[config.mk]
export PLATFORM = sky130hd
export DESIGN_NAME = crossp_outq_flat
export DESIGN_NICKNAME = d
export VERILOG_FILES = /design/src/rtl/crossp_outq_if.sv /design/src/rtl/crossp_outq.sv /design/src/flat_wrapper.sv
export SDC_FILE = /design/constraint.sdc
export NUM_CORES = 1
export LEC_CHECK = 0
export ABC_CLOCK_PERIOD_IN_PS = 14700
export BUFFER_PORTS_ARGS = -buffer_cell sky130_fd_sc_hd__buf_2
export CAP_MARGIN = 25
export CELL_PAD_IN_SITES_DETAIL_PLACEMENT = 1
export CELL_PAD_IN_SITES_GLOBAL_PLACEMENT = 1
export CORE_AREA = 4 4 264 266
export DETAILED_ROUTE_END_ITERATION = 7
export DIE_AREA = 0 0 268 270
export PLACE_DENSITY_LB_ADDON = 0.1
export SLEW_MARGIN = 20
export SYNTH_ARGS = -nofsm -noshare
export SYNTH_HDL_FRONTEND = slang
export SYNTH_SLANG_ARGS = --single-unit
[constraint.sdc]
create_clock -name clk -period 14.7 [get_ports clk]
set_input_delay 0 -clock clk [delete_from_list [all_inputs] [get_ports clk]]
set_output_delay 0 -clock clk [all_outputs]
set_load 0.02 [all_outputs]
[src/rtl/crossp_outq_if.sv]
// Handshake/bus bundle for crossp_outq: credit issue side, result capture side,
// and the valid/ready output side plus status (count, sticky err).
interface crossp_outq_if #(
    parameter int WIDTH = 32,
    parameter int DEPTH = 8
);
    localparam int CW = $clog2(DEPTH + 1);

    logic             issue;
    logic             issue_ok;
    logic             i_valid;
    logic [WIDTH-1:0] i_x;
    logic [WIDTH-1:0] i_y;
    logic [WIDTH-1:0] i_z;
    logic             o_valid;
    logic             o_ready;
    logic [WIDTH-1:0] o_x;
    logic [WIDTH-1:0] o_y;
    logic [WIDTH-1:0] o_z;
    logic [CW-1:0]    count;
    logic [1:0]       err;

    // upstream issuer + downstream consumer side
    modport master (
        output issue, i_valid, i_x, i_y, i_z, o_ready,
        input  issue_ok, o_valid, o_x, o_y, o_z, count, err
    );

    // the queue itself
    modport slave (
        input  issue, i_valid, i_x, i_y, i_z, o_ready,
        output issue_ok, o_valid, o_x, o_y, o_z, count, err
    );
endinterface

[src/rtl/crossp_outq.sv]
// crossp_outq: credit-managed first-word-fall-through output queue behind the
// non-stallable crossp pipe. Credits guarantee every in-flight op has a slot,
// so results are never dropped in legal operation.
module crossp_outq #(
    parameter int WIDTH = 32,
    parameter int DEPTH = 8
) (
    input  logic         clk,
    input  logic         reset_l,
    crossp_outq_if.slave bus
);
    localparam int AW = (DEPTH > 1) ? $clog2(DEPTH) : 1;
    localparam int CW = $clog2(DEPTH + 1);
    // inflight can exceed DEPTH when upstream violates credits; give headroom
    localparam int IW = CW + 2;

    logic [WIDTH-1:0] mem_x_q [DEPTH];
    logic [WIDTH-1:0] mem_y_q [DEPTH];
    logic [WIDTH-1:0] mem_z_q [DEPTH];

    logic [AW-1:0]    wr_ptr_q, wr_ptr_d;
    logic [AW-1:0]    rd_ptr_q, rd_ptr_d;
    logic [CW-1:0]    count_q, count_d;
    logic [IW-1:0]    inflight_q, inflight_d;
    logic [1:0]       err_q, err_d;
    logic             issue_ok_q, issue_ok_d;
    logic             o_valid_q, o_valid_d;
    logic [WIDTH-1:0] o_x_q, o_x_d;
    logic [WIDTH-1:0] o_y_q, o_y_d;
    logic [WIDTH-1:0] o_z_q, o_z_d;

    logic             rd_en, wr_en, full;
    logic [IW:0]      credit_sum;

    // next-state: pointers, occupancy, credits, sticky errors and the head register
    always_comb begin
        full       = (count_q == CW'(DEPTH));
        rd_en      = (count_q != '0) && bus.o_ready;
        // a full queue still accepts a write when the head leaves the same cycle
        wr_en      = bus.i_valid && (!full || rd_en);

        wr_ptr_d   = wr_ptr_q;
        rd_ptr_d   = rd_ptr_q;
        count_d    = count_q;
        inflight_d = inflight_q;

        if (wr_en) wr_ptr_d = wr_ptr_q + AW'(1);
        if (rd_en) rd_ptr_d = rd_ptr_q + AW'(1);

        case ({wr_en, rd_en})
            2'b10:   count_d = count_q + CW'(1);
            2'b01:   count_d = count_q - CW'(1);
            default: count_d = count_q;
        endcase

        // issue and arrival together leave inflight unchanged; orphan arrival saturates at 0
        if (bus.issue && !bus.i_valid) begin
            if (inflight_q != '1) inflight_d = inflight_q + IW'(1);
        end else if (!bus.issue && bus.i_valid) begin
            if (inflight_q != '0) inflight_d = inflight_q - IW'(1);
        end

        err_d      = err_q;
        if (bus.issue && !issue_ok_q) err_d[0] = 1'b1;
        if (bus.i_valid && ((inflight_q == '0) || !wr_en)) err_d[1] = 1'b1;

        // credit registered from next state: no combinational path from issue/o_ready
        credit_sum = (IW+1)'(inflight_d) + (IW+1)'(count_d);
        issue_ok_d = (credit_sum < (IW+1)'(DEPTH));

        // head register: zero when empty, bypass the incoming word when it becomes head
        o_valid_d  = (count_d != '0);
        o_x_d      = '0;
        o_y_d      = '0;
        o_z_d      = '0;
        if (count_d != '0) begin
            if (wr_en && (wr_ptr_q == rd_ptr_d)) begin
                o_x_d = bus.i_x;
                o_y_d = bus.i_y;
                o_z_d = bus.i_z;
            end else begin
                o_x_d = mem_x_q[rd_ptr_d];
                o_y_d = mem_y_q[rd_ptr_d];
                o_z_d = mem_z_q[rd_ptr_d];
            end
        end
    end

    // control state and registered outputs
    always_ff @(posedge clk or negedge reset_l) begin
        if (!reset_l) begin
            wr_ptr_q   <= '0;
            rd_ptr_q   <= '0;
            count_q    <= '0;
            inflight_q <= '0;
            err_q      <= '0;
            issue_ok_q <= 1'b1;
            o_valid_q  <= 1'b0;
            o_x_q      <= '0;
            o_y_q      <= '0;
            o_z_q      <= '0;
        end else begin
            wr_ptr_q   <= wr_ptr_d;
            rd_ptr_q   <= rd_ptr_d;
            count_q    <= count_d;
            inflight_q <= inflight_d;
            err_q      <= err_d;
            issue_ok_q <= issue_ok_d;
            o_valid_q  <= o_valid_d;
            o_x_q      <= o_x_d;
            o_y_q      <= o_y_d;
            o_z_q      <= o_z_d;
        end
    end

    // storage array; contents are only observed through valid pointers, so no reset
    always_ff @(posedge clk) begin
        if (wr_en) begin
            mem_x_q[wr_ptr_q] <= bus.i_x;
            mem_y_q[wr_ptr_q] <= bus.i_y;
            mem_z_q[wr_ptr_q] <= bus.i_z;
        end
    end

    assign bus.issue_ok = issue_ok_q;
    assign bus.o_valid  = o_valid_q;
    assign bus.o_x      = o_x_q;
    assign bus.o_y      = o_y_q;
    assign bus.o_z      = o_z_q;
    assign bus.count    = count_q;
    assign bus.err      = err_q;
endmodule

[src/flat_wrapper.sv]
// flat-port wrapper written by rule: the top's interface ports become plain ports
module crossp_outq_flat 
#(
    parameter int WIDTH = 32,
    parameter int DEPTH = 8
)
  (clk, reset_l, bus_issue, bus_i_valid, bus_i_x, bus_i_y, bus_i_z, bus_o_ready, bus_issue_ok, bus_o_valid, bus_o_x, bus_o_y, bus_o_z, bus_count, bus_err);
  crossp_outq_if #(.WIDTH(WIDTH), .DEPTH(DEPTH)) bus_i ();
  input  logic clk;
  input  logic reset_l;
  input wire logic [$bits(bus_i.issue)-1:0] bus_issue;
  input wire logic [$bits(bus_i.i_valid)-1:0] bus_i_valid;
  input wire logic [$bits(bus_i.i_x)-1:0] bus_i_x;
  input wire logic [$bits(bus_i.i_y)-1:0] bus_i_y;
  input wire logic [$bits(bus_i.i_z)-1:0] bus_i_z;
  input wire logic [$bits(bus_i.o_ready)-1:0] bus_o_ready;
  output wire logic [$bits(bus_i.issue_ok)-1:0] bus_issue_ok;
  output wire logic [$bits(bus_i.o_valid)-1:0] bus_o_valid;
  output wire logic [$bits(bus_i.o_x)-1:0] bus_o_x;
  output wire logic [$bits(bus_i.o_y)-1:0] bus_o_y;
  output wire logic [$bits(bus_i.o_z)-1:0] bus_o_z;
  output wire logic [$bits(bus_i.count)-1:0] bus_count;
  output wire logic [$bits(bus_i.err)-1:0] bus_err;
  assign bus_i.issue = bus_issue;
  assign bus_i.i_valid = bus_i_valid;
  assign bus_i.i_x = bus_i_x;
  assign bus_i.i_y = bus_i_y;
  assign bus_i.i_z = bus_i_z;
  assign bus_i.o_ready = bus_o_ready;
  assign bus_issue_ok = bus_i.issue_ok;
  assign bus_o_valid = bus_i.o_valid;
  assign bus_o_x = bus_i.o_x;
  assign bus_o_y = bus_i.o_y;
  assign bus_o_z = bus_i.o_z;
  assign bus_count = bus_i.count;
  assign bus_err = bus_i.err;
  crossp_outq #(.WIDTH(WIDTH), .DEPTH(DEPTH)) u_core (.clk(clk), .reset_l(reset_l), .bus(bus_i));
endmodule
Word-level counts from Yosys, hierarchy flattened
Memory sizes are Yosys's and may differ from the RTL's.
Index checks and enable logic that the tools add are counted.
{"block": "totals", "reg_bits": 116, "latch_bits": 0, "ramBits": 768, "romBits": 0, "inputBits": 101, "output_inout_bits": 104, "word_cells": 59, "n_memories": 3}
{"block": "classes", "addsub": 7, "n_mul": 0, "div_mod_pow": 0, "n_lt_le_gt_ge": 1, "n_eq_ne": 5, "n_shift": 0, "muxes": 14, "n_bitwise": 0, "n_reduce_logical": 18}
{"name": "u_core.mem_x_q", "words": 8, "width": 32, "rd": 1, "rd_ports_with_merged_regs": 0, "write_ports": 1, "line": "crossp_outq.sv:17", "text": "logic [WIDTH-1:0] mem_x_q [DEPTH];"}
{"name": "u_core.mem_y_q", "words": 8, "width": 32, "rd": 1, "rd_ports_with_merged_regs": 0, "write_ports": 1, "line": "crossp_outq.sv:18", "text": "logic [WIDTH-1:0] mem_y_q [DEPTH];"}
{"name": "u_core.mem_z_q", "words": 8, "width": 32, "rd": 1, "rd_ports_with_merged_regs": 0, "write_ports": 1, "line": "crossp_outq.sv:19", "text": "logic [WIDTH-1:0] mem_z_q [DEPTH];"}
{"operator": "2-to-1 mux 32 bit", "n": 6}
{"operator": "2-to-1 mux 6 bit", "n": 4}
{"operator": "case mux 4 bit (2 select lines)", "n": 1}
{"operator": "nonzero test 4 bit", "n": 2}
{"operator": "adder 6 x 4 -> 7 bit", "n": 1}
{"operator": "logical AND 1 bit", "n": 7}
{"operator": "less-than comparator 7 x 4 -> 1 bit, second input constant", "n": 1}
{"operator": "adder 3 x 1 -> 3 bit, second input constant", "n": 2}
{"operator": "adder 6 x 1 -> 6 bit, second input constant", "n": 1}
{"operator": "logical NOT 6 bit", "n": 1}
{"operator": "inequality test 6 bit, second input constant", "n": 1}
{"operator": "nonzero test 6 bit", "n": 1}
{"operator": "subtractor 6 x 1 -> 6 bit, second input constant", "n": 1}
{"operator": "logical NOT 1 bit", "n": 5}
{"operator": "adder 4 x 1 -> 4 bit, second input constant", "n": 1}
{"operator": "== test 4 bit, second input constant", "n": 1}
{"operator": "subtractor 4 x 1 -> 4 bit, second input constant", "n": 1}
{"operator": "== test 3 bit", "n": 1}
{"operator": "2-to-1 mux 3 bit", "n": 1}
{"operator": "== test 2 x 1 -> 1 bit, second input constant", "n": 1}
{"operator": "== test 2 bit, second input constant", "n": 1}
{"operator": "logical OR 1 bit", "n": 2}
{"operator": "2-to-1 mux 1 bit", "n": 2}

Logic depth before layout (Yosys ltp)
Gate-level depths: netlist of run 1.
{"block": "logic_depth", "ltp_word": 8, "ltp_mapped": 12, "ltp_nobuf": 12}

Worst setup path after synthesis of run 1
OpenSTA, ideal clock, no wires.
{"block": "synth_path", "path_kind": "register to register", "start": "register u_core.count_q[1], in the netlist u_core.bus.count[1]", "end": "memory u_core.mem_x_q[0][0] (enable)", "setup_time_ns": 0.786, "t_arrival_ns": 10.114, "required_ns": 13.914, "path_slack_ns": 3.800, "path_stages_with_launch": 5, "path_buffers": 0, "synth_period_minus_slack_ns": 10.900, "cell_sequence": "dfrtp_1 nor3_1 nand3_1 nand2_1 nor4_1"}
{"block": "synth_via", "elab_chain_cells": 6, "elab_cells_between_ends": 8, "classes_between": "1 x eq/ne; 2 x mux; 5 x reduce/logical"}
{"item": "from (decl)", "line": "crossp_outq.sv:23", "text": "logic [CW-1:0] count_q, count_d;"}
{"item": "from (signal assigned)", "line": "crossp_outq.sv:105", "text": "count_q <= count_d;"}
{"item": "== test 4 bit or nonzero test 4 bit (tied branches)", "line": "crossp_outq.sv:37, crossp_outq.sv:38"}
{"item": "logical NOT 1 bit or logical AND 1 bit (tied branches)", "line": "crossp_outq.sv:40, crossp_outq.sv:38"}
{"item": "logical OR 1 bit (*)", "line": "crossp_outq.sv:40", "text": "wr_en = bus.i_valid && (!full || rd_en);"}
{"item": "logical AND 1 bit (*)", "line": "crossp_outq.sv:40"}
{"item": "2-to-1 mux 1 bit (*)", "line": "crossp_outq.sv:118", "text": "if (wr_en) begin"}
{"item": "2-to-1 mux 1 bit (not written as such) (*)", "line": "crossp_outq.sv:119", "text": "mem_x_q[wr_ptr_q] <= bus.i_x;"}
{"item": "to (decl)", "line": "crossp_outq.sv:17"}
Every way passes the cells marked *; elsewhere a longest branch is shown, timed or not.

Worst setup path after layout of run 1
{"block": "layout_path", "start": "register u_core.count_q[1], in the netlist u_core.bus.count[1]", "end": "register u_core.o_y_q[20], in the netlist u_core.bus.o_y[20]"}
{"block": "layout_via", "elab_chain_cells": 8, "elab_cells_between_ends": 18, "classes_between": "2 x add/sub; 4 x eq/ne; 4 x mux; 7 x reduce/logical; 1 x memory"}
{"item": "== test 4 bit or nonzero test 4 bit (tied branches)", "line": "crossp_outq.sv:37, crossp_outq.sv:38"}
{"item": "logical NOT 1 bit or logical AND 1 bit (tied branches)", "line": "crossp_outq.sv:40, crossp_outq.sv:38"}
{"item": "logical OR 1 bit", "line": "crossp_outq.sv:40"}
{"item": "logical AND 1 bit", "line": "crossp_outq.sv:40"}
{"item": "== test 2 x 1 -> 1 bit or == test 2 bit (tied branches)", "line": "crossp_outq.sv:50", "text": "case ({wr_en, rd_en})"}
{"item": "case mux 4 bit (2 select lines)", "line": "crossp_outq.sv:50"}
{"item": "nonzero test 4 bit", "line": "crossp_outq.sv:76", "text": "if (count_d != '0) begin"}
{"item": "2-to-1 mux 32 bit (*)", "line": "crossp_outq.sv:76"}
{"item": "net u_core.o_y_d[20]", "line": "crossp_outq.sv:29", "text": "logic [WIDTH-1:0] o_y_q, o_y_d;"}
{"item": "to (signal assigned)", "line": "crossp_outq.sv:111", "text": "o_y_q <= o_y_d;"}
{"item": "to (decl)", "line": "crossp_outq.sv:29"}
Mark *: on every way through the listed nets, which the timed path passes. The rest lies on a longest branch.
A chain may end at the register's enable or synchronous reset.

==> impl_metrics.tcl, run 1 <==
set metrics [dict create \
    seq_area_mm2 0.0260 \
    grt_pass1_vias 21900 \
    grt_max_degree 148 \
    ant_nets 0 \
    nets 2362 \
    period_share_pct 32.2 \
    hold_viol_final 0 \
    setup.worst_path.start_class "flip-flop" \
    cts.reportedPaths.clkPinSlew_ns 0.06 \
    die-area_mm2 0.0724 \
    grt_usage_pct 25.7 \
    setup_ws_ns 9.96 \
    synth_cell_types 62 \
    ys_ff_latch 884 \
    dr_total_vias 20000 \
    fin_crit_ns 4.74 \
    wl_per_cell_um 29.1 \
    routed_via_density 6.24 \
    multi_input_area_mm2 0.00836 \
    tritoncts "yes" \
    yosys.area.top_type_share_pct 66.1 \
    place_area_mm2 0.0368 \
    seq_area_frac_synth_pct 74.4 \
    drive_gt1_share_pct 24.6 \
    synth_area_leaders "edfxtp_1 66%, dfrtp_1 8.3%, mux2i_1 5.7%" \
    clockBufferDepth 3 \
    htree_levels 3 \
    initial_utilization_pct 52.0 \
    tightest_slew_ns 1.10 \
    wl_um 93100 \
    dr.first_iter.drc_count 1804 \
    synth_flop_cell "edfxtp_1" \
    cts_sinks 884 \
    r2r_cells 11 \
    critPathRequiredTime_ns 15.14 \
    p_leak_nw 14.2 \
    yosysTopAreaCell "edfxtp_1" \
    portBuffers 204 \
    grt_util_met3_pct 3.88 \
    synth-async-reset-ratio_pct 13.1 \
    setup-violations-final 0 \
    crit_fanout 53 \
    cp-end-kind "flip-flop" \
    netlist_top_cells_count "768 x edfxtp_1, 198 x mux2i_1, 175 x mux2_2, 115 x dfrtp_1, 100 x nor4_1" \
    core_area_mm2 0.0670 \
    antenna_found_initial 9 \
    avgSynthCellArea_um2 17.9 \
    routabilityCongestion 0.754 \
    first_pass_iters 6 \
    vdd_drop_max_v 0.000295 \
    cts_made_buffers 90 \
    grt_use_met2_pct 43.6 \
    num-fill-cells 5911 \
    drc 0 \
    clk_latency_ns 0.63 \
    hp-class "in -> async" \
    status "finished clean" \
    synth_edf_count 768 \
    power_density_mw_per_mm2 236 \
    area_growth_pct 17.1 \
    yosysMostFrequentCell "edfxtp_1" \
    ios 205 \
    syn_area_mm2 0.0349 \
    grt_busiest_layer "met2" \
    die_h_um 270 \
    grt_pass1_wl_um 140000 \
    fin_area_mm2 0.0408 \
    place_hpwl_um 45300 \
    fmax_mhz 211 \
    place_ws_ns 10.01 \
    yosys_warnings 0 \
    max-cap-violations 0 \
    clock_skew_ns 0.0180 \
    use_met1_pct 35.1 \
    crit_type "reg -> reg" \
    num_rows 95 \
    grt.overflow.total 0 \
    post_cts_buffers 0 \
    synth.net_count 2065 \
    die_x_um 268 \
    drv_slew 0 \
    slew_headroom_pct 26.3 \
    cts_root_buf "clkbuf_16" \
    power.total_mw 9.65 \
    synth_cells 1953 \
    cp.arrival_ns 5.18 \
    rsz0062_at_grt "false" \
    timing.setup.tns_ns 0 \
]
==> area by class of cell <==
cell class	count	area share [%]
Clock buffer	131	6.37
Multi-Input combinational cell	916	20.5
Inverter	12	0.110
Clock inverter	36	0.873
Antenna cell	3	0.0184
Tap cell	873	2.68
Sequential cell	884	63.6
Timing Repair Buffer	346	5.89
==> where the power goes <==
| group | leakage [nW] | total, mW | internal, mW | switching (mW) |
|---|---|---|---|---|
| clock | 1.45 | 2.29 | 1.35 | 0.937 |
| combinational | 4.39 | 3.92 | 1.43 | 2.49 |
| sequential | 8.37 | 3.44 | 3.25 | 0.194 |
| total | 14.2 | 9.65 | 6.03 | 3.62 |
==> sequential cells by signal, indices dropped and copies added (netlist names) <==
name	flops
u_core.bus.count	4
u_core.bus.err	2
u_core.bus.issue_ok	1
u_core.bus.o_valid	1
u_core.bus.o_x	32
u_core.bus.o_y	32
u_core.bus.o_z	32
u_core.inflight_q	6
u_core.mem_x_q	256
u_core.mem_y_q	256
u_core.mem_z_q	256
u_core.rd_ptr_q	3
u_core.wr_ptr_q	3
==> stage by stage <==
step | hold slack, ns | instances | util, %
2_1_floorplan | -0.296 | 1953 | -
3_3_place_gp | 0.179 | 2929 | 54.9
3_5_place_dp | 0.185 | 2929 | 54.9
4_1_cts | 0.0885 | 3197 | 60.9
5_1_grt | 0.139 | 3200 | 60.9
6_report | 0.0925 | 3201 | 60.9
==> per-layer routing <==
layer | part of all wire, % | up-vias
li1 | - | 8596
met1 | 42 | 10600
met2 | 50 | 621
met4 | 2.1 | 10
met3 | 5.2 | 142
met5 | 0.064 | -
==> path summary, 6_finish.rpt <==
| kind | startpoint | end | slack, ns |
|---|---|---|---|
| max in group asynchronous | reset_l | u_core.bus.o_z[10] | 13.20 |
| max | u_core.bus.count[1] | u_core.bus.o_y[20] | 9.96 |
| min | reset_l | u_core.inflight_q[2] | 0.09 |
| min in group clk | bus_i_y[26] | u_core.mem_y_q[2][26] | 0.21 |
| min reg2reg | u_core.bus.err[0] | u_core.bus.err[0] | 0.49 |
| max reg2reg | u_core.bus.count[1] | u_core.bus.o_y[20] | 9.96 |
==> what timing repair did <==
item                      4_1_cts  5_1_grt
resized for setup               0        0
hold buffers                  101        0
hold endpoints to repair      944        0
==> logic make-up after synthesis <==
kind of cell | share of synthesized area [%]
flops | 74.4
buf+inv | 1.99
compound gates | 7.86
simple gates | 2.84
fa+ha+maj | 0.416
xor+xnor | 0.373
mux | 12.1
==> worst max-delay path, cell delays in order, from the launching register on <==
cell and delay (ns):
dfrtp_1 0.51, o41ai_4 0.59, nor2_1 0.19, ha_1 0.32
a21o_1 0.20, a21oi_1 0.31, mux2i_1 0.16, a211o_1 0.38
nor3_4 0.19, buf_4 0.65, buf_4 0.84, a211oi_1 0.17
==> cells in the final DEF (no fill, tap or decap), types with 5 or more instances in the layout <==
cell and count:
edfxtp_1 768, buf_2 203, mux2i_1 198, mux2_2 175, dfrtp_1 115, dlygate4sd3_1 101
nor4_1 99, o22a_1 96, a221oi_1 96, a211oi_1 96, clkbuf_16 93, buf_4 37
clkbuf_1 25, mux2_1 23, nand2_1 15, clkbuf_8 13, inv_1 12, clkinv_2 12
clkinv_1 12, ha_1 10, nor2_1 9, nor3_1 8, bufinv_16 7, a21oi_1 6
nand3_1 5, a21o_1 5
(Power assumes the default switching activity.)
==> inputs of run 2 (changes only) <==
--- a/config.mk
+++ b/config.mk
@@ -5,14 +5,15 @@
 export SDC_FILE = /design/constraint.sdc
 export NUM_CORES = 1
 export LEC_CHECK = 0
-export ABC_CLOCK_PERIOD_IN_PS = 14700
+export ABC_AREA = 1
+export ABC_CLOCK_PERIOD_IN_PS = 3900
 export BUFFER_PORTS_ARGS = -buffer_cell sky130_fd_sc_hd__buf_2
 export CAP_MARGIN = 25
 export CELL_PAD_IN_SITES_DETAIL_PLACEMENT = 1
 export CELL_PAD_IN_SITES_GLOBAL_PLACEMENT = 1
-export CORE_AREA = 4 4 264 266
+export CORE_AREA = 4 4 293 295
 export DETAILED_ROUTE_END_ITERATION = 7
-export DIE_AREA = 0 0 268 270
+export DIE_AREA = 0 0 297 299
 export PLACE_DENSITY_LB_ADDON = 0.1
 export SLEW_MARGIN = 20
 export SYNTH_ARGS = -nofsm -noshare
==> constraint.sdc (replaced) <==
create_clock -name clk -period 3.9 [get_ports clk]
set_input_delay 0 -clock clk [delete_from_list [all_inputs] [get_ports clk]]
set_output_delay 0 -clock clk [all_outputs]
set_load 0.02 [all_outputs]
==> run 2 against run 1 <==
  * Die area rose by 23%
  * Sequential share of layout area fell by 2.7 points
  * Combinational power rose to 4.0 times the previous value
  * Register-to-register slack got worse by 9.2 ns
  * Wire length rose by 15%
  * Largest power group unchanged
==> impl_metrics.tcl, run 2 <==
set metrics [dict create \
    clock_skew_ns 0.0273 \
    wl_um 107000 \
    vdd_drop_max_v 0.00114 \
    ios 205 \
    place_hpwl_um 52300 \
    routabilityCongestion 0.733 \
    grt_pass1_vias 27300 \
    multi_input_area_mm2 0.00905 \
    synth_edf_count 768 \
    tritoncts "yes" \
    ant_nets 0 \
    die_x_um 297 \
    first_pass_iters 5 \
    seq_area_frac_synth_pct 71.6 \
    seq_area_mm2 0.0260 \
    crit_buf_inv 2 \
    slowest_stage "dfrtp_1" \
    tightest_slew_ns 1.04 \
    dr_total_vias 25500 \
    synth-async-reset-ratio_pct 13.1 \
    fin_crit_ns 3.12 \
    synth_cells 3289 \
    portBuffers 204 \
    period_share_pct 79.9 \
    p_seq_share_pct 34.4 \
    crit_type "reg -> reg" \
    wl_per_cell_um 22.8 \
    die-area_mm2 0.0888 \
    p_clk_share_pct 23.8 \
    rsz0062_at_grt "false" \
    initial_utilization_pct 43.6 \
    cp.arrival_ns 3.66 \
    num_rows 106 \
    synth_area_leaders "edfxtp_1 64%, nand2_1 12%, dfrtp_1 7.9%" \
    area_growth_pct 17.6 \
    drc 0 \
    final_common_cell "nand2_1" \
    num-fill-cells 8859 \
    r2r_cells 15 \
    power_density_mw_per_mm2 876 \
    cp.depth 15 \
    drive_gt1_share_pct 11.3 \
    fin_hold_ws_ns 0.187 \
    cts_root_buf "clkbuf_16" \
    grt_usage_pct 24.0 \
    crit_fanout 52 \
    htree_levels 3 \
    avgSynthCellArea_um2 11.0 \
    hp-class "in -> reg" \
    dr.first_iter.drc_count 1649 \
    synth_flop_cell "edfxtp_1" \
    place_ws_ns 0.751 \
    max-cap-violations 0 \
    synth_cell_types 33 \
    final_cell_mix "1118 x nand2_1, 768 x edfxtp_1, 501 x nand3_1" \
    hold_viol_final 0 \
    cp_top_family "simple AND/OR/NAND/NOR gates" \
    yosysMostFrequentCell "nand2_1" \
    die_h_um 299 \
    timing.setup.tns_ns 0 \
    core_area_mm2 0.0832 \
    antenna_found_initial 6 \
    cp-end-kind "flip-flop" \
    clk_latency_ns 0.64 \
    power.internal_mw 21.8 \
    fmax_mhz 321 \
    top_regs "u_core.mem_x_q: 256 flops, u_core.mem_y_q: 256 flops, u_core.mem_z_q: 256 flops" \
    fin_area_mm2 0.0427 \
    yosys_warnings 0 \
    setup.worst_path.start_class "flip-flop" \
    cts_made_buffers 96 \
    cts.reportedPaths.clkPinSlew_ns 0.06 \
    netlist_top_cells_count "1118 x nand2_1, 768 x edfxtp_1, 502 x nand3_1, 310 x nor2_1, 124 x inv_1" \
    post_cts_resized 0 \
    slew_headroom_pct 30.7 \
    clockBufferDepth 3 \
    critPathRequiredTime_ns 4.45 \
    switchingPower_mw 15.6 \
    synth.net_count 3401 \
    setup_ws_ns 0.782 \
    place_area_mm2 0.0385 \
    min_path_cells 2 \
    yosys.area.top_type_share_pct 63.6 \
    routed_via_density 5.43 \
    grt_pass1_wl_um 165000 \
    power.total_mw 37.4 \
    p_sw_share_pct 41.7 \
    nets 3648 \
    crit_top_cell "nand2_1" \
    syn_area_mm2 0.0363 \
    grt_max_degree 181 \
    power_frac_comb_pct 41.8 \
    cp_cell_sequence "nor2_2, nand2_2, nand3_1, inv_1, ha_1, nand2_1, nand2_1, nor2_1, nand2_1, nand3_1, nand2_1, nand2_4, buf_12, nand2_1, nor2_1" \
    cts_sinks 884 \
    grt.overflow.total 0 \
    yosysTopAreaCell "edfxtp_1" \
    p_leak_nw 17.3 \
    status "finished clean" \
    drv_slew 0 \
    setup-violations-final 0 \
    ys_ff_latch 884 \
    max_stage_delay_ns 0.45 \
]
==> run 2: cell types whose count changed after synthesis, sizes merged, moves of 100 or more <==
cell   change
mux2     -198
nor4     -100
mux2i    -197
nand2   +1108
nand3    +497
inv      +116
nor2     +300
==> run 2: area by class of cell <==
cell class	instances	area share [%]
flip-flops and latches	884	60.9
multi-input cells	2079	21.2
clock buffers	141	6.41
repair buffers	347	6.32
well taps	1080	3.17
inverters	128	1.14
clock inverters	38	0.821
diodes	5	0.0293
==> run 2: final timing paths <==
path | start | to | slack [ns]
setup / recovery | u_core.bus.count[1] | u_core.bus.o_y[26] | 0.78
hold / removal | bus_i_x[25] | u_core.mem_x_q[2][25] | 0.19
setup reg to reg | u_core.bus.count[1] | u_core.bus.o_y[26] | 0.78
hold reg to reg | u_core.bus.err[1] | u_core.bus.err[1] | 0.46
max in group asynchronous | reset_l | u_core.bus.o_x[21] | 2.22
min in group asynchronous | reset_l | u_core.bus.o_x[14] | 0.57
==> run 2: power by group through the flow <==
stage / clock network (mW) / registers [mW] / logic [mW]
after floorplan: 0 / 13.6 / 9.66
after global placement: 0 / 13.0 / 15.2
after detailed placement: 0 / 13.0 / 15.7
after CTS: 9.09 / 12.9 / 15.9
after global routing: 9.52 / 13.0 / 17.4
final: 8.88 / 12.9 / 15.6
==> run 2: what timing repair did <==
item | in CTS | in global routing
hold buffers | 102 | 0
buffers inserted | 0 | 0
hold endpoints to repair | 929 | 0
==> run 2: cell families after synthesis <==
logic type | count (synthesis) | share of synthesized area, %
compound gates | 14 | 0.241
xor+xnor | 10 | 0.262
fa+ha+maj | 11 | 0.400
buf+inv | 326 | 3.82
flops | 884 | 71.6
mux | 1 | 0.0276
simple gates | 2043 | 23.7
==> run 2: per-stage QoR <==
step	cells	util (%)
after floorplan	3289	-
after global placement	4416	46.3
after detailed placement	4416	46.3
after CTS	4697	51.3
after global routing	4701	51.3
final	4702	51.3
==> run 2: per-layer routing <==
metal	global-route usage, %	up-vias	share of wire (%)
met5	0	-	0.012
met4	7.19	2	2.5
met3	3.04	171	3.9
met2	42.4	521	50
met1	31.1	13200	43
li1	-	11700	-
